## src/rtl/cla_pipe.sv

```systemverilog
// Pipelined carry-lookahead adder/subtractor. One WIDTH/SEGS-bit segment
// resolves per stage; the inter-segment carry is registered, and the
// registers of the last stage are the output registers.
module cla_pipe #(
  parameter int unsigned WIDTH = 32,
  parameter int unsigned GRP   = 4,
  parameter int unsigned SEGS  = 2
) (
  input  logic             clk,
  input  logic             reset_n,
  input  logic             in_valid,
  output logic             in_ready,
  input  logic [WIDTH-1:0] a,
  input  logic [WIDTH-1:0] b,
  input  logic             ci,
  input  logic             op_sub,
  output logic             out_valid,
  input  logic             out_ready,
  output logic [WIDTH-1:0] s,
  output logic             co,
  output logic             ovf,
  output logic             zero
);

  localparam int unsigned SEGS_NZ = (SEGS == 0) ? 1 : SEGS;
  localparam int unsigned GRP_NZ  = (GRP == 0) ? 1 : GRP;
  localparam int unsigned SEG_W   = WIDTH / SEGS_NZ;
  localparam int unsigned NGRP    = SEG_W / GRP_NZ;
  localparam int unsigned LAST    = SEGS_NZ - 1;

  // Reject geometries that do not tile the operand into whole groups.
  if ((SEGS * GRP == 0) || (WIDTH == 0) || ((WIDTH % (SEGS_NZ * GRP_NZ)) != 0)) begin : g_param_err
    $error("cla_pipe: WIDTH must be a nonzero multiple of SEGS*GRP");
  end

  // One segment: carry-lookahead inside each group, group carries chained.
  function automatic logic [SEG_W:0] seg_add(input logic [SEG_W-1:0] x,
                                             input logic [SEG_W-1:0] y,
                                             input logic             cin);
    logic [SEG_W-1:0] p;
    logic [SEG_W-1:0] g;
    logic [SEG_W-1:0] sum;
    logic             gc;
    logic             gg;
    logic             gp;
    p   = x ^ y;
    g   = x & y;
    sum = '0;
    gc  = cin;
    for (int unsigned j = 0; j < NGRP; j++) begin
      // gg/gp are the generate/propagate prefixes of the bits below bit i.
      gg = 1'b0;
      gp = 1'b1;
      for (int unsigned i = 0; i < GRP; i++) begin
        sum[j*GRP+i] = p[j*GRP+i] ^ (gg | (gp & gc));
        gg           = g[j*GRP+i] | (p[j*GRP+i] & gg);
        gp           = gp & p[j*GRP+i];
      end
      gc = gg | (gp & gc);
    end
    return {gc, sum};
  endfunction

  logic [WIDTH-1:0] a_q [SEGS_NZ];
  logic [WIDTH-1:0] b_q [SEGS_NZ];
  logic [WIDTH-1:0] s_q [SEGS_NZ];
  logic             c_q [SEGS_NZ];
  logic             v_q [SEGS_NZ];
  logic             ovf_q;
  logic             zero_q;

  logic [WIDTH-1:0] pa [SEGS_NZ];
  logic [WIDTH-1:0] pb [SEGS_NZ];
  logic [WIDTH-1:0] ps [SEGS_NZ];
  logic             pc [SEGS_NZ];
  logic             pv [SEGS_NZ];

  logic [SEG_W:0]   sum_c [SEGS_NZ];
  logic [WIDTH-1:0] s_d   [SEGS_NZ];
  logic             c_d   [SEGS_NZ];
  logic             ovf_d;
  logic             zero_d;
  logic             advance;

  // Global stall: everything, bubbles included, moves only when the head can leave.
  assign advance   = !v_q[LAST] | out_ready;
  assign in_ready  = advance;
  assign out_valid = v_q[LAST];
  assign s         = s_q[LAST];
  assign co        = c_q[LAST];
  assign ovf       = ovf_q;
  assign zero      = zero_q;

  // Stage inputs: conditioned operands for stage 0, previous stage register otherwise.
  always_comb begin
    pa[0] = a;
    pb[0] = op_sub ? ~b : b;
    pc[0] = op_sub | ci;
    ps[0] = '0;
    pv[0] = in_valid;
    for (int unsigned k = 1; k < SEGS_NZ; k++) begin
      pa[k] = a_q[k-1];
      pb[k] = b_q[k-1];
      pc[k] = c_q[k-1];
      ps[k] = s_q[k-1];
      pv[k] = v_q[k-1];
    end
  end

  // Each stage resolves its own segment; the last stage also forms the flags.
  always_comb begin
    for (int unsigned k = 0; k < SEGS_NZ; k++) begin
      sum_c[k]                   = seg_add(pa[k][k*SEG_W +: SEG_W], pb[k][k*SEG_W +: SEG_W], pc[k]);
      s_d[k]                     = ps[k];
      s_d[k][k*SEG_W +: SEG_W]   = sum_c[k][SEG_W-1:0];
      c_d[k]                     = sum_c[k][SEG_W];
    end
    ovf_d  = (pa[LAST][WIDTH-1] == pb[LAST][WIDTH-1]) & (s_d[LAST][WIDTH-1] != pa[LAST][WIDTH-1]);
    zero_d = (s_d[LAST] == '0);
  end

  // Stage registers; data only loads behind a valid op so results hold after they leave.
  always_ff @(posedge clk) begin
    if (!reset_n) begin
      for (int unsigned k = 0; k < SEGS_NZ; k++) begin
        v_q[k] <= 1'b0;
        a_q[k] <= '0;
        b_q[k] <= '0;
        s_q[k] <= '0;
        c_q[k] <= 1'b0;
      end
      ovf_q  <= 1'b0;
      zero_q <= 1'b0;
    end else if (advance) begin
      for (int unsigned k = 0; k < SEGS_NZ; k++) begin
        v_q[k] <= pv[k];
        if (pv[k]) begin
          a_q[k] <= pa[k];
          b_q[k] <= pb[k];
          s_q[k] <= s_d[k];
          c_q[k] <= c_d[k];
        end
      end
      if (pv[LAST]) begin
        ovf_q  <= ovf_d;
        zero_q <= zero_d;
      end
    end
  end

endmodule

```

## config.mk

```make
export PLATFORM = sky130hd
export DESIGN_NAME = cla_pipe
export DESIGN_NICKNAME = d
export VERILOG_FILES = /design/src/rtl/cla_pipe.sv
export SDC_FILE = /design/constraint.sdc
export NUM_CORES = 1
export LEC_CHECK = 0
export ABC_AREA = 0
export CAP_MARGIN = 20
export CORE_AREA = 2 2 137 126
export CTS_BUF_LIST = sky130_fd_sc_hd__clkbuf_2 sky130_fd_sc_hd__clkbuf_4 sky130_fd_sc_hd__clkbuf_8
export DETAILED_ROUTE_END_ITERATION = 16
export DIE_AREA = 0 0 139 128
export DONT_BUFFER_PORTS = 1
export PLACE_DENSITY = 0.42
export SYNTH_ARGS = -nofsm -noshare
export SYNTH_HDL_FRONTEND = slang
export SYNTH_SLANG_ARGS = --single-unit
```

## constraint.sdc

```tcl
create_clock -name clk -period 3.6 [get_ports clk]
set_input_delay 0.36 -clock clk [delete_from_list [all_inputs] [get_ports clk]]
set_output_delay 0.36 -clock clk [all_outputs]
set_load 0.005 [all_outputs]
```

Word level (Yosys, flattened, before mapping)
Memory sizes are Yosys's and may differ from the RTL's.
Index checks and enable logic that the tools add are counted.
W data, S select, Z words.
{ "totals": {"memories": 5, "wordCells": 221, "ramBits": 196, "output_inout_bits": 37, "inputBits": 70, "reg_bits": 2} }
{ "memory_table": {"columns": ["name", "words", "word_bits", "rd", "rd_clocked_by_memory_dff", "write_ports", "line", "rtl"], "rows": [
  ["a_q", 2, 32, 1, 0, 2, "64", "logic [WIDTH-1:0] a_q [SEGS_NZ];"],
  ["b_q", 2, 32, 1, 0, 2, "65", "logic [WIDTH-1:0] b_q [SEGS_NZ];"],
  ["s_q", 2, 32, 2, 0, 2, "66", "logic [WIDTH-1:0] s_q [SEGS_NZ];"],
  ["c_q", 2, 1, 2, 0, 2, "67", "logic c_q [SEGS_NZ];"],
  ["v_q", 2, 1, 2, 0, 2, "68", "logic v_q [SEGS_NZ];"]
]} }
{ "op_classes": {"eq_ne": 2, "reduce_logical": 3, "n_bitwise": 186, "n_mux": 23} }
{ "op_table": {"columns": ["operator", "count"], "rows": [
  ["$mux W32", 7],
  ["$and A1 B1 Y1", 81],
  ["$or A1 B1 Y1", 68],
  ["$and A16 B16 Y16", 2],
  ["$logic_not A32 Y1", 1],
  ["$not A32 Y32", 1],
  ["$xor A1 B1 Y1", 32],
  ["$xor A16 B16 Y16", 2],
  ["$mux W1", 16],
  ["$reduce_and A2 Y1", 1],
  ["$eq A1 B1 Y1", 1],
  ["$logic_not A1 Y1", 1],
  ["$ne A1 B1 Y1", 1]
]} }

Longest topological paths before layout
Gate-level depths: netlist (run 1).
{ "depth": {"depth_word": 18, "ltp_mapped": 13} }

Least setup slack after synthesis (run 1)
No wires, ideal clock.
{ "synth_path": {"path_type": "in2reg", "start": "input port op_sub", "end": "memory s_q[0][12], data pin", "path_slack_ps": 240, "n_path_buf": 2, "t_required_ps": 3459, "arrival_time_ps": 3219, "path_stages": 12, "path_cell_list": "clkbuf_1 -> clkbuf_1 -> xor2_1 -> ha_1 -> nand2_1 -> o21ai_0 -> or4_1 -> o21ai_0 -> o21bai_1 -> a21oi_1 -> fa_1 -> nor2_1"} }
{ "synth_rtl": {"columns": ["item", "line", "rtl"], "rows": [
  ["start: declaration", "16", "input logic op_sub,"],
  ["end: declaration", "66", null]
]} }

==> results of run 1 <==
## power by group through the flow
stage               Combinational [W]  Sequential [W]  Clock, W
detailed placement           0.000548         0.00132         0
finish                       0.000545         0.00129  0.000605
CTS                          0.000551         0.00130  0.000631
floorplan                    0.000424         0.00130         0
global placement             0.000546         0.00132         0
global route                 0.000621         0.00131  0.000669
## worst paths after layout
path	from	endpoint	slack, ps	cells past startpoint
worst max register to register	a_q[0][21]	zero	230	12
worst min-delay path	reset_n	ovf	150	2
worst min register to register	ovf	ovf	560	2
worst max-delay path	a_q[0][21]	zero	230	12
## placed cells by master, fill, tap and decap left out, drive strengths merged, types with 2 or more instances in the layout
| cell type | n |
|---|---|
| nand4 | 4 |
| o21ai | 10 |
| nor4bb | 2 |
| nor4 | 5 |
| a31oi | 3 |
| dfxtp | 2 |
| o211ai | 5 |
| fa | 8 |
| nor2 | 49 |
| a21o | 4 |
| a21oi | 15 |
| clkinv | 5 |
| nor2b | 38 |
| xnor2 | 26 |
| buf | 5 |
| xor2 | 26 |
| clkbuf | 11 |
| a211oi | 3 |
| ha | 32 |
| and3 | 5 |
| nand2b | 6 |
| inv | 18 |
| nand3b | 2 |
| edfxtp | 84 |
| nor3b | 2 |
| nand2 | 14 |
| nand3 | 7 |
| nor3 | 7 |
| a2111oi | 2 |
| o21bai | 4 |
## repair_timing
| action | in CTS | in global routing |
|---|---|---|
| resized for setup | 0 | 2 |
| hold endpoints to repair | 0 | 0 |
| buffers inserted | 0 | 2 |
| endpoints found under the setup margin | 0 | 1 |
## per-layer routing
layer,wire [µm],part of all wire,vias up,global-route usage
li1,-,-,1436,-
met1,5098,0.50,1294,0.1613
met2,4513,0.44,60,0.1736
met3,469,0.046,13,0.03437
met4,160,0.016,0,0.05169
met5,0,0,-,0
## registers in the layout (all words and copies together), names as in the netlist
| register | cells |
|---|---|
| zero | 1 |
| v_q | 2 |
| ovf | 1 |
| b_q | 16 |
| s_q | 48 |
| c_q | 2 |
| a_q | 16 |
## worst reg2reg max path, delay by kind of cell (launching register included)
family	cells	cell delay (ps)
AO/OA/AOI/OAI	5	1120
flip-flops	1	370
AND/OR/NAND/NOR	5	940
adder cells (fa/ha/maj)	2	890
## kinds of logic after synthesis
| group | count (synthesis) | synth area share |
|---|---|---|
| XOR/XNOR | 52 | 0.09435 |
| adder cells (fa/ha/maj) | 40 | 0.1161 |
| AND/OR/NAND/NOR | 146 | 0.1566 |
| flip-flops | 86 | 0.5308 |
| AO/OA/AOI/OAI | 50 | 0.07725 |
| buffers and inverters | 32 | 0.02488 |
## through the flow
step	utilization	power, W	instances
2_1_floorplan	-	0.001721	406
3_3_place_gp	0.3092	0.001866	606
3_5_place_dp	0.3092	0.001869	606
4_1_cts	0.3193	0.002480	622
5_1_grt	0.3209	0.002598	624
6_report	0.3209	0.002445	624
## area by class of cell
type | instances | area (µm²) | share of cell area
Sequential cell | 86 | 2562 | 0.4858
Multi-Input combinational cell | 288 | 2166 | 0.4106
Tap cell | 211 | 264.0 | 0.05005
Clock buffer | 11 | 138.9 | 0.02633
Inverter | 18 | 67.56 | 0.01281
Timing Repair Buffer | 5 | 50.05 | 0.009488
Clock inverter | 5 | 26.28 | 0.004981
==> metrics.md, run 1 <==
| Metric | Value |
|---|---|
| WS Path Type | `register to register` |
| Crit Path Max Fanout | `5` |
| CTS tree | `built` |
| Syn nets | `a little over 500` |
| Mapped Avg Cell Area | `11.89 µm²` |
| Worst-path clk slew | `about 80 ps` |
| Async SR Flop Fraction | `0` |
| Initial antenna violation count | `0` |
| Final setup violation count | `0` |
| Dpl ws | `166.3 ps` |
| Worst-case clock skew | `14.21 ps` |
| Synth unique cells | `41` |
| Buffers & Inverters on Critical Path | `0` |
| Power Density | `roughly 460 nW/µm²` |
| RSZ-0062 raised after global routing | `no` |
| Net Sw Frac | `0.2929` |
| Flop pwr share | `0.529` |
| Leakage | `2.000 nW` |
| Setup crit end kind | `register` |
| Initial drt markers | `~110` |
| Hold WC Path Type | `input pin to register` |
| Top FF cell, synth | `edfxtp_1` |
| Layout cell share with drive strength beyond 1 | `0.07264` |
| Drt via density | `approximately 4.5` |
| Netlist Area Pre-Place | `4827 µm²` |
| Hold buffer count at CTS | `0` |
| Max Freq | `approximately 300 MHz` |
| Largest net degree at the start of global routing | `52` |
| Clock Path Buffers | `2` |
| CP arrival | `between 3000 and 4000 ps` |
| Post-synth EDFFs | `84` |
| Die W | `between 100 and 150 µm` |
| Num CTS Buffers | `9` |
| RD Place Congestion | `0.7624` |
| Wirelength, routed | `10.24 mm` |
| Hold_ws | `150.4 ps` |
| Row count | `45` |
| Slowest stage delay, CP | `~500 ps` |
| Delay-heaviest family, CP | `compound AO/OA/AOI/OAI gates` |
| Global-route wire length before repair | `between 15 and 20 mm` |
| Layout area overhead | `9.279%` |
| Synth area leader | `edfxtp_1` |
| Most common cell in the netlist | `edfxtp_1` |
| Post-synthesis instance total | `406` |
| Ant. Diodes | `0` |
| Vias in the first global route | `between 2,000 and 3,000` |
| PortBufs | `0` |
| Final worst path period need | `~3400 ps` |
| Worst path required time | `about 3900 ps` |
| Antenna Violating Nets Remaining | `0` |
| DP Area | `5084 µm²` |
| Filler cells | `1,718` |
| Final max-slew violation count | `0` |
| Initial Util | `0.2936` |
| Total number of vias | `around 2,800` |
| Setup TNS | `0 ps` |
| Synthesis-stage register bit count | `86` |
| Worst Setup Start Kind | `register` |
| GRT overflow | `0` |
| Largest cells by area after synthesis | `edfxtp_1 52%, ha_1 8.3%, nor2b_1 4.9%, xnor2_1 4.7%, xor2_1 4.7%` |
| Share of the synthesized area in the top cell type | `0.5226` |
| Part of the power in the clock network | `0.248` |
| Max_slew headroom | `0.5012` |
| Yosys warns | `0` |
| GRT Total Usage | `0.1177` |
| Logic pwr share | `0.223` |
| P_int | `about 0.0017 W` |
| Sequential area share after synthesis | `0.5308` |
| Total clock sinks | `86` |
| Clock Root Buffer | `clkbuf_8` |
| Final hold vios | `0` |
| H-tree depth | `3` |
| Worst vdd ir | `0.1572 mV` |
| Slew of the pin with the lowest slew margin | `~750 ps` |
| Outcome | `finished clean` |
| WL/cell | `16.41 µm` |
| Die Ht | `128 µm` |
| Critical path's slowest cell | `fa_1` |
| Design area | `5275 µm²` |
| Fin crit share | `0.9353` |
| Worst-path cell chain | `ha_1, a2111oi_4, o21ai_2, a41oi_4, o21ai_2, fa_1, nor4_2, nand4_1, nor3_1, nand4_1, nor4bb_1, a31o_1` |
| Core area | `16,440 µm²` |
| Worst-Skew Late Latency | `~380 ps` |
| Drt pass-1 iters | `4` |
| Top post-synthesis cells by count | `84 x edfxtp_1, 49 x nor2_1, 38 x nor2b_1, 32 x ha_1` |
| PnR worst setup slack | `233.0 ps` |
| # IOs | `roughly 110` |
| Sw power | `~0.00072 W` |
| DRC Markers | `0` |
| DP HPWL | `7.838 mm` |
| Nets | `between 500 and 600` |
| DIE AREA | `17,790 µm²` |
| Max-Cap Viols | `0` |
(Power assumes the default switching activity.)
==> inputs of run 2 (changes only) <==
- ABC_AREA: 0 -> 1
- CORE_AREA: 2 2 137 126 -> 2 2 114 105
- DIE_AREA: 0 0 139 128 -> 0 0 116 107
- PLACE_DENSITY: 0.42 -> 0.58
==> run 2 against run 1 <==
  * Routed wire length shrank 7.5%
  * Global-route usage up 4.6 points
  * Clock skew fell by 1.5 ps
  * Via count rose by 13%
  * Non-clock buffer count increased by 1
  * Area after synthesis grew 2.4%
  * Core utilization rose by 16 points
  * Fmax rose by 8.7%
  * Synthesized cell count up 25%
  * Register-to-register slack gained 270 ps
  * Critical path type unchanged
  * Largest power group unchanged
  * Highest routed layer unchanged
==> metrics.md, run 2 <==
| Metric | Value |
|---|---|
| Power Density | `477.7 nW/µm² (was 463.5 nW/µm²)` |
| Initial antenna violation count | `0 (unchanged)` |
| Largest cells by area after synthesis | `edfxtp_1 51%, nor2_1 8.6%, ha_1 8.1%, inv_1 6.5%, nand2_1 4.4% (was edfxtp_1 52%, ha_1 8.3%, nor2b_1 4.9%, xnor2_1 4.7%, xor2_1 4.7%)` |
| Slew of the pin with the lowest slew margin | `527.3 ps (was 746.5 ps)` |
| Netlist Area Pre-Place | `4941 µm² (was 4827 µm²)` |
| Reg2reg path depth | `21 (was 12)` |
| GRT Total Usage | `0.1635 (was 0.1177)` |
| Crit Path Max Fanout | `5 (unchanged)` |
| Worst Setup Start Kind | `register (unchanged)` |
| Total Power | `0.002560 W (was 0.002445 W)` |
| Post-layout util | `0.4783 (was 0.3209)` |
| Vias in the first global route | `3,093 (was 2,887)` |
| Clock Path Buffers | `2 (unchanged)` |
| Most frequent cells in the layout | `112 x nor2_1, 85 x inv_1, 84 x edfxtp_1 (was 84 x edfxtp_1, 48 x nor2_1, 38 x nor2b_1)` |
| Final setup violation count | `0 (unchanged)` |
| DRC Markers | `0 (unchanged)` |
| Worst-case clock skew | `12.75 ps (was 14.21 ps)` |
| Most common cell in the netlist | `nor2_1 (was edfxtp_1)` |
| WL/cell | `14.03 µm (was 16.41 µm)` |
| Core area | `11,200 µm² (was 16,440 µm²)` |
| Drt via density | `4.713 (was 4.492)` |
| Yosys warns | `0 (unchanged)` |
| Final hold vios | `0 (unchanged)` |
| Reg2reg end | `zero (unchanged)` |
| Largest registers | `s_q (48), a_q (16), b_q (16) (unchanged)` |
| Worst R2R Start | `a_q[0][21] (unchanged)` |
| Hold_ws | `126.1 ps (was 150.4 ps)` |
| Initial drt markers | `160 (was 107)` |
| Initial Util | `0.4410 (was 0.2936)` |
| Hold buffer count at CTS | `0 (unchanged)` |
| Layout area overhead | `8.458% (was 9.279%)` |
| Storage cell area | `2562 µm² (unchanged)` |
| Hold WC Path Type | `input pin to register (unchanged)` |
| Wirelength, routed | `9.470 mm (was 10.24 mm)` |
| Setup crit end kind | `register (unchanged)` |
| Post-synthesis instance total | `509 (was 406)` |
| Worst path required time | `3930 ps (was 3920 ps)` |
| WS Path Type | `register to register (unchanged)` |
| Worst vdd ir | `0.2067 mV (was 0.1572 mV)` |
| Total number of vias | `3,181 (was 2,803)` |
| Clock Root Buffer | `clkbuf_8 (unchanged)` |
| Sequential area share after synthesis | `0.5186 (was 0.5308)` |
| Largest net degree at the start of global routing | `39 (was 52)` |
| Total clock sinks | `86 (unchanged)` |
| Max Freq | `323.0 MHz (was 297.0 MHz)` |
| Top post-synthesis cells by count | `113 x nor2_1, 85 x inv_1, 84 x edfxtp_1, 58 x nand2_1, 32 x ha_1 (was 84 x edfxtp_1, 49 x nor2_1, 38 x nor2b_1, 32 x ha_1)` |
| Mapped Avg Cell Area | `9.707 µm² (was 11.89 µm²)` |
| Post-synth EDFFs | `84 (unchanged)` |
| # IOs | `107 (unchanged)` |
| Worst-Skew Late Latency | `370 ps (was 380 ps)` |
| DP HPWL | `7.263 mm (was 7.838 mm)` |
| Antenna Violating Nets Remaining | `0 (unchanged)` |
| DIE AREA | `12,410 µm² (was 17,790 µm²)` |
| Worst-path clk slew | `90 ps (was 80 ps)` |
| Max-Cap Viols | `0 (unchanged)` |
| Share of the synthesized area in the top cell type | `0.5105 (was 0.5226)` |
| Nets | `624 (was 518)` |
| R2r setup slk | `500 ps (was 230 ps)` |
| Top reg by flops | `s_q (unchanged)` |
| Top FF cell, synth | `edfxtp_1 (unchanged)` |
| Final worst path period need | `3096 ps (was 3367 ps)` |
| H-tree depth | `3 (unchanged)` |
| CP arrival | `3420 ps (was 3690 ps)` |
| Multi-input gate area | `2016 µm² (was 2166 µm²)` |
| Async SR Flop Fraction | `0 (unchanged)` |
| Final max-slew violation count | `0 (unchanged)` |
| RD Place Congestion | `0.8173 (was 0.7624)` |
| Outcome | `finished clean (unchanged)` |
| Syn nets | `619 (was 516)` |
| Setup TNS | `0 ps (unchanged)` |
| Post-CTS Resized | `0 (unchanged)` |
| Synth unique cells | `29 (was 41)` |
| Row count | `37 (was 45)` |
| Synthesis-stage register bit count | `86 (unchanged)` |
| Synth area leader | `edfxtp_1 (unchanged)` |
| CTS tree | `built (unchanged)` |
| Die Ht | `107 µm (was 128 µm)` |
| Num CTS Buffers | `9 (unchanged)` |
| Layout cell share with drive strength beyond 1 | `0.08671 (was 0.07264)` |
| Setup crit end | `zero (unchanged)` |
| Commonest non-fill, non-tap cell in the layout | `nor2_1 (was edfxtp_1)` |
| Die W | `116 µm (was 139 µm)` |
| Max reg flops | `48 (unchanged)` |
| Worst Setup SP | `a_q[0][21] (unchanged)` |
| PortBufs | `0 (unchanged)` |
| Max_slew headroom | `0.6471 (was 0.5012)` |
| Filler cells | `1,095 (was 1,718)` |
| GRT overflow | `0 (unchanged)` |
| Fin crit share | `0.8600 (was 0.9353)` |
| Drt pass-1 iters | `5 (was 4)` |
| RSZ-0062 raised after global routing | `no (unchanged)` |
| Leakage | `2.424 nW (was 2.000 nW)` |
| Global-route wire length before repair | `15.16 mm (was 15.79 mm)` |
| Ant. Diodes | `0 (unchanged)` |
| Setup Buffers After CTS | `0 (unchanged)` |
[run 2: through the flow]
stage                     cells  instance area, µm²  setup slack (ps)
after floorplan             509                4941             352.4
after global placement      659                5137             709.1
after detailed placement    659                5137             571.9
after CTS                   675                5359             550.8
after global routing        675                5359             176.0
final                       675                5359             503.8
[run 2: critical path, stage by stage (launching register included)]
cell and delay [ps]:
edfxtp_1 390, ha_1 350, a21oi_1 250, o21bai_1 110, a21oi_1 160, nand2_2 130, nand2_2 80, nand2_2 70
fa_1 440, inv_1 80, nand2_1 50, nor2_1 100, nand2_1 60, nor2_1 100, nand3_1 90, nor2_1 90
nand3_1 80, nor2_1 120, nand2_1 60, nor2_1 90, nand3_1 80, nand2_1 70
[run 2: final cells by class]
type | count | area share
Sequential cell | 86 | 0.4782
Multi-Input combinational cell | 326 | 0.3761
Inverter | 85 | 0.05954
Tap cell | 156 | 0.03642
Clock buffer | 9 | 0.02311
Clock inverter | 7 | 0.01821
Timing Repair Buffer | 6 | 0.008405
[run 2: power breakdown]
part | total, W | switching, W | internal (W)
combinational | 0.000513 | 0.000321 | 0.000192
clock | 0.000752 | 0.000360 | 0.000393
sequential | 0.00129 | 0.0000560 | 0.00124
total | 0.00256 | 0.000737 | 0.00182
[run 2: routing by layer]
| metal | global-route usage | vias to the layer above | part of all wire |
|---|---|---|---|
| met2 | 0.2448 | 96 | 0.46 |
| met5 | 0 | - | 0 |
| li1 | - | 1624 | - |
| met4 | 0.06207 | 0 | 0.020 |
| met1 | 0.2109 | 1450 | 0.45 |
| met3 | 0.06897 | 11 | 0.077 |
[run 2: how the worst min path moves through the flow]
stage,startpoint,cells past startpoint,end,slack [ps]
global placement,reset_n,2,ovf,510
finish,reset_n,2,ovf,130
global route,reset_n,2,ovf,120
CTS,reset_n,2,ovf,100
detailed placement,reset_n,2,zero,510
floorplan,ovf,2,ovf,470
[run 2: cell families (layout without fill, tap and decap cells)]
logic type,count (synthesis),after routing,synth area share
adder cells (fa/ha/maj),40,40,0.1134
AO/OA/AOI/OAI,28,28,0.03267
XOR/XNOR,43,43,0.07622
buffers and inverters,97,107,0.07724
flip-flops,86,86,0.5186
AND/OR/NAND/NOR,215,215,0.1818
==> inputs of run 3 (changes only) <==
- CORE_AREA: 2 2 114 105 -> 8 8 120 111
- DIE_AREA: 0 0 116 107 -> 0 0 128 119
- SKIP_CTS_REPAIR_TIMING: default -> 1
==> run 3 against run 2 <==
  * Routed wire length rose by 6.2%
  * First-iteration DRC count rose by 32%
  * Non-clock buffer count fell by 2
  * Hold slack improved by 6.5 ps
  * Sequential power barely moved
  * Final area fell by 0.65%
  * Count of clock-buffer cells in the layout did not move
  * Setup slack improved by 29 ps
  * Die area rose by 23%
  * Clock power fell by 12%
  * Fmax rose by 0.96%
  * Highest routed layer unchanged
  * Critical path depth rose by 4
==> metrics.md, run 3 (same netlist as run 2, synthesis figures left out) <==
| Metric | Value |
|---|---|
| Outcome | `finished clean (unchanged)` |
| Final worst path period need | `3067 ps (was 3096 ps)` |
| Die W | `128 µm (was 116 µm)` |
| Min-Delay Path Depth | `2 (unchanged)` |
| Clock Path Buffers | `2 (unchanged)` |
| Hold endpoint | `ovf (unchanged)` |
| H-tree depth | `3 (unchanged)` |
| Slew of the pin with the lowest slew margin | `745.6 ps (was 527.3 ps)` |
| Initial antenna violation count | `0 (unchanged)` |
| Worst-Skew Late Latency | `370 ps (about the same)` |
| Global-route wire length before repair | `15.90 mm (was 15.16 mm)` |
| Drt via density | `4.620 (was 4.713)` |
| Core area | `11,200 µm² (unchanged)` |
| Hold path start | `reset_n (unchanged)` |
| PortBufs | `0 (unchanged)` |
| Layout cell share with drive strength beyond 1 | `0.08124 (was 0.08671)` |
| WL/cell | `14.94 µm (was 14.03 µm)` |
| DRC Markers | `0 (unchanged)` |
| Die Ht | `119 µm (was 107 µm)` |
| RD Place Congestion | `0.8523 (was 0.8173)` |
| Largest registers | `s_q (48), a_q (16), b_q (16) (unchanged)` |
| R2r setup slk | `530 ps (was 500 ps)` |
| Worst path required time | `3920 ps (was 3930 ps)` |
| Top reg by flops | `s_q (unchanged)` |
| Layout area overhead | `7.749% (was 8.458%)` |
| Antenna Violating Nets Remaining | `0 (unchanged)` |
| Critical path's slowest cell | `fa_1 (unchanged)` |
| DP HPWL | `7.800 mm (was 7.263 mm)` |
| Final max-slew violation count | `0 (unchanged)` |
| Drt pass-1 iters | `4 (was 5)` |
| Max-Cap Viols | `0 (unchanged)` |
| CP dominant cell by count | `nand2_1 (was nor2_1)` |
| GRT Total Usage | `0.1372 (was 0.1635)` |
| Initial Util | `0.4410 (unchanged)` |
| Setup crit end kind | `register (unchanged)` |
| Hold WC Path Type | `input pin to register (unchanged)` |
| Num CTS Buffers | `9 (unchanged)` |
| Max reg flops | `48 (unchanged)` |
| PnR worst setup slack | `533.2 ps (was 503.8 ps)` |
| Crit Path Max Fanout | `5 (unchanged)` |
| Max_slew headroom | `0.5010 (was 0.6471)` |
| Ant. Diodes | `0 (unchanged)` |
| CTS tree | `built (unchanged)` |
| Commonest non-fill, non-tap cell in the layout | `nor2_1 (unchanged)` |
| Final hold vios | `0 (unchanged)` |
| Nets | `622 (was 624)` |
| Max Freq | `326.1 MHz (was 323.0 MHz)` |
| Worst Setup Start Kind | `register (unchanged)` |
| Final setup violation count | `0 (unchanged)` |
| Largest net degree at the start of global routing | `51 (was 39)` |
| Power Density | `464.0 nW/µm² (was 477.7 nW/µm²)` |
| CP arrival | `3380 ps (was 3420 ps)` |
| Reg2reg end | `zero (unchanged)` |
| Worst-case clock skew | `6.719 ps (was 12.75 ps)` |
| Vias in the first global route | `3,145 (was 3,093)` |
| Worst vdd ir | `0.2016 mV (was 0.2067 mV)` |
| Total number of vias | `3,109 (was 3,181)` |
| Setup TNS | `0 ps (unchanged)` |
| Most frequent cells in the layout | `112 x nor2_1, 85 x inv_1, 84 x edfxtp_1 (unchanged)` |
| RSZ-0062 raised after global routing | `no (unchanged)` |
| Clock Root Buffer | `clkbuf_8 (unchanged)` |
| Total clock sinks | `86 (unchanged)` |
| Worst Setup SP | `a_q[0][17] (was a_q[0][21])` |
| Worst-path clk slew | `80 ps (was 90 ps)` |
| Worst path depth | `25 (was 21)` |
| Post-layout util | `0.4752 (was 0.4783)` |
| Delay-heaviest family, CP | `simple AND/OR/NAND/NOR gates (unchanged)` |
| GRT overflow | `0 (unchanged)` |
| Reg2reg path depth | `25 (was 21)` |
| # IOs | `107 (unchanged)` |
| Fin crit share | `0.8519 (was 0.8600)` |
| Buffers & Inverters on Critical Path | `1 (unchanged)` |
| Slowest stage delay, CP | `430 ps (was 440 ps)` |
| Initial drt markers | `211 (was 160)` |
| Dpl ws | `533.1 ps (was 571.9 ps)` |
| Worst R2R Start | `a_q[0][17] (was a_q[0][21])` |
| WS Path Type | `register to register (unchanged)` |
| Row count | `37 (unchanged)` |
| Leakage | `2.411 nW (was 2.424 nW)` |
| Wirelength, routed | `10.06 mm (was 9.470 mm)` |
| DIE AREA | `15,230 µm² (was 12,410 µm²)` |
==> run 3: cell count changes in the layout (fill, tap and decap cells not counted) <==
cell	delta
buf_12	+1
bufinv_16	-1
clkinv_1	+1
buf_4	-3
clkinvlp_4	-1
inv_6	-1
clkinv_2	+2
==> run 3: stage by stage <==
step	instances	hold WS, ps	power, W	cell area, µm²
6_report	673	132.5	0.002470	5324
5_1_grt	673	105.9	0.002632	5324
4_1_cts	673	109.7	0.002507	5324
3_5_place_dp	657	515.1	0.001839	5135
3_3_place_gp	657	512.0	0.001828	5135
2_1_floorplan	509	465.2	0.001714	4941
==> run 3: cell type report <==
| type | count | area, µm² |
|---|---|---|
| clock buffer | 9 | 123.9 |
| clock inverter | 7 | 65.06 |
| fill | 1085 | 5879 |
| inverter | 85 | 319.1 |
| multi-input combinational | 326 | 2016 |
| sequential | 86 | 2562 |
| tap | 156 | 195.2 |
| timing repair buffer | 4 | 42.54 |
==> run 3: where the power goes <==
group / internal (W) / leakage (nW) / switching, W / total [W]
registers: 0.00124 / 0.924 / 0.0000582 / 0.00130
logic: 0.000192 / 1.39 / 0.000319 / 0.000510
clock network: 0.000315 / 0.0964 / 0.000348 / 0.000663
total: 0.00175 / 2.41 / 0.000725 / 0.00247
==> run 3: worst max-delay path by stage <==
stage / to / slack, ps
final: zero / 530
after global placement: zero / 710
after floorplan: a_q[0][16] / 350
after global routing: zero / 100
after detailed placement: zero / 530
after CTS: zero / 510
==> run 3: worst reg2reg max path: stages, from the launching register on <==
cell      delay, ps
edfxtp_1        370
ha_1            360
nand2_1          90
nand2_1          60
nand2_1          70
nand2_1          50
nand2_1          60
nand3_2         120
nand2_2          90
nand2_2         100
nand2_2          90
nand2_2          70
fa_1            430
inv_1            80
nand2_1          50
nor2_1          100
nand2_1          60
nor2_1           90
nand3_1          80
nor2_1           90
nand3_1          70
nor2_1          130
nand2_1          70
nor2_1           90
nand3_1          70
nand2_1          50
==> run 3: metal layers <==
layer | routed length, µm | vias up | part of all wire | track usage
met5 | 0 | - | 0 | 0
li1 | - | 1618 | - | -
met3 | 577 | 16 | 0.057 | 0.04550
met2 | 4653 | 74 | 0.46 | 0.2124
met1 | 4613 | 1401 | 0.46 | 0.1687
met4 | 211 | 0 | 0.021 | 0.06682
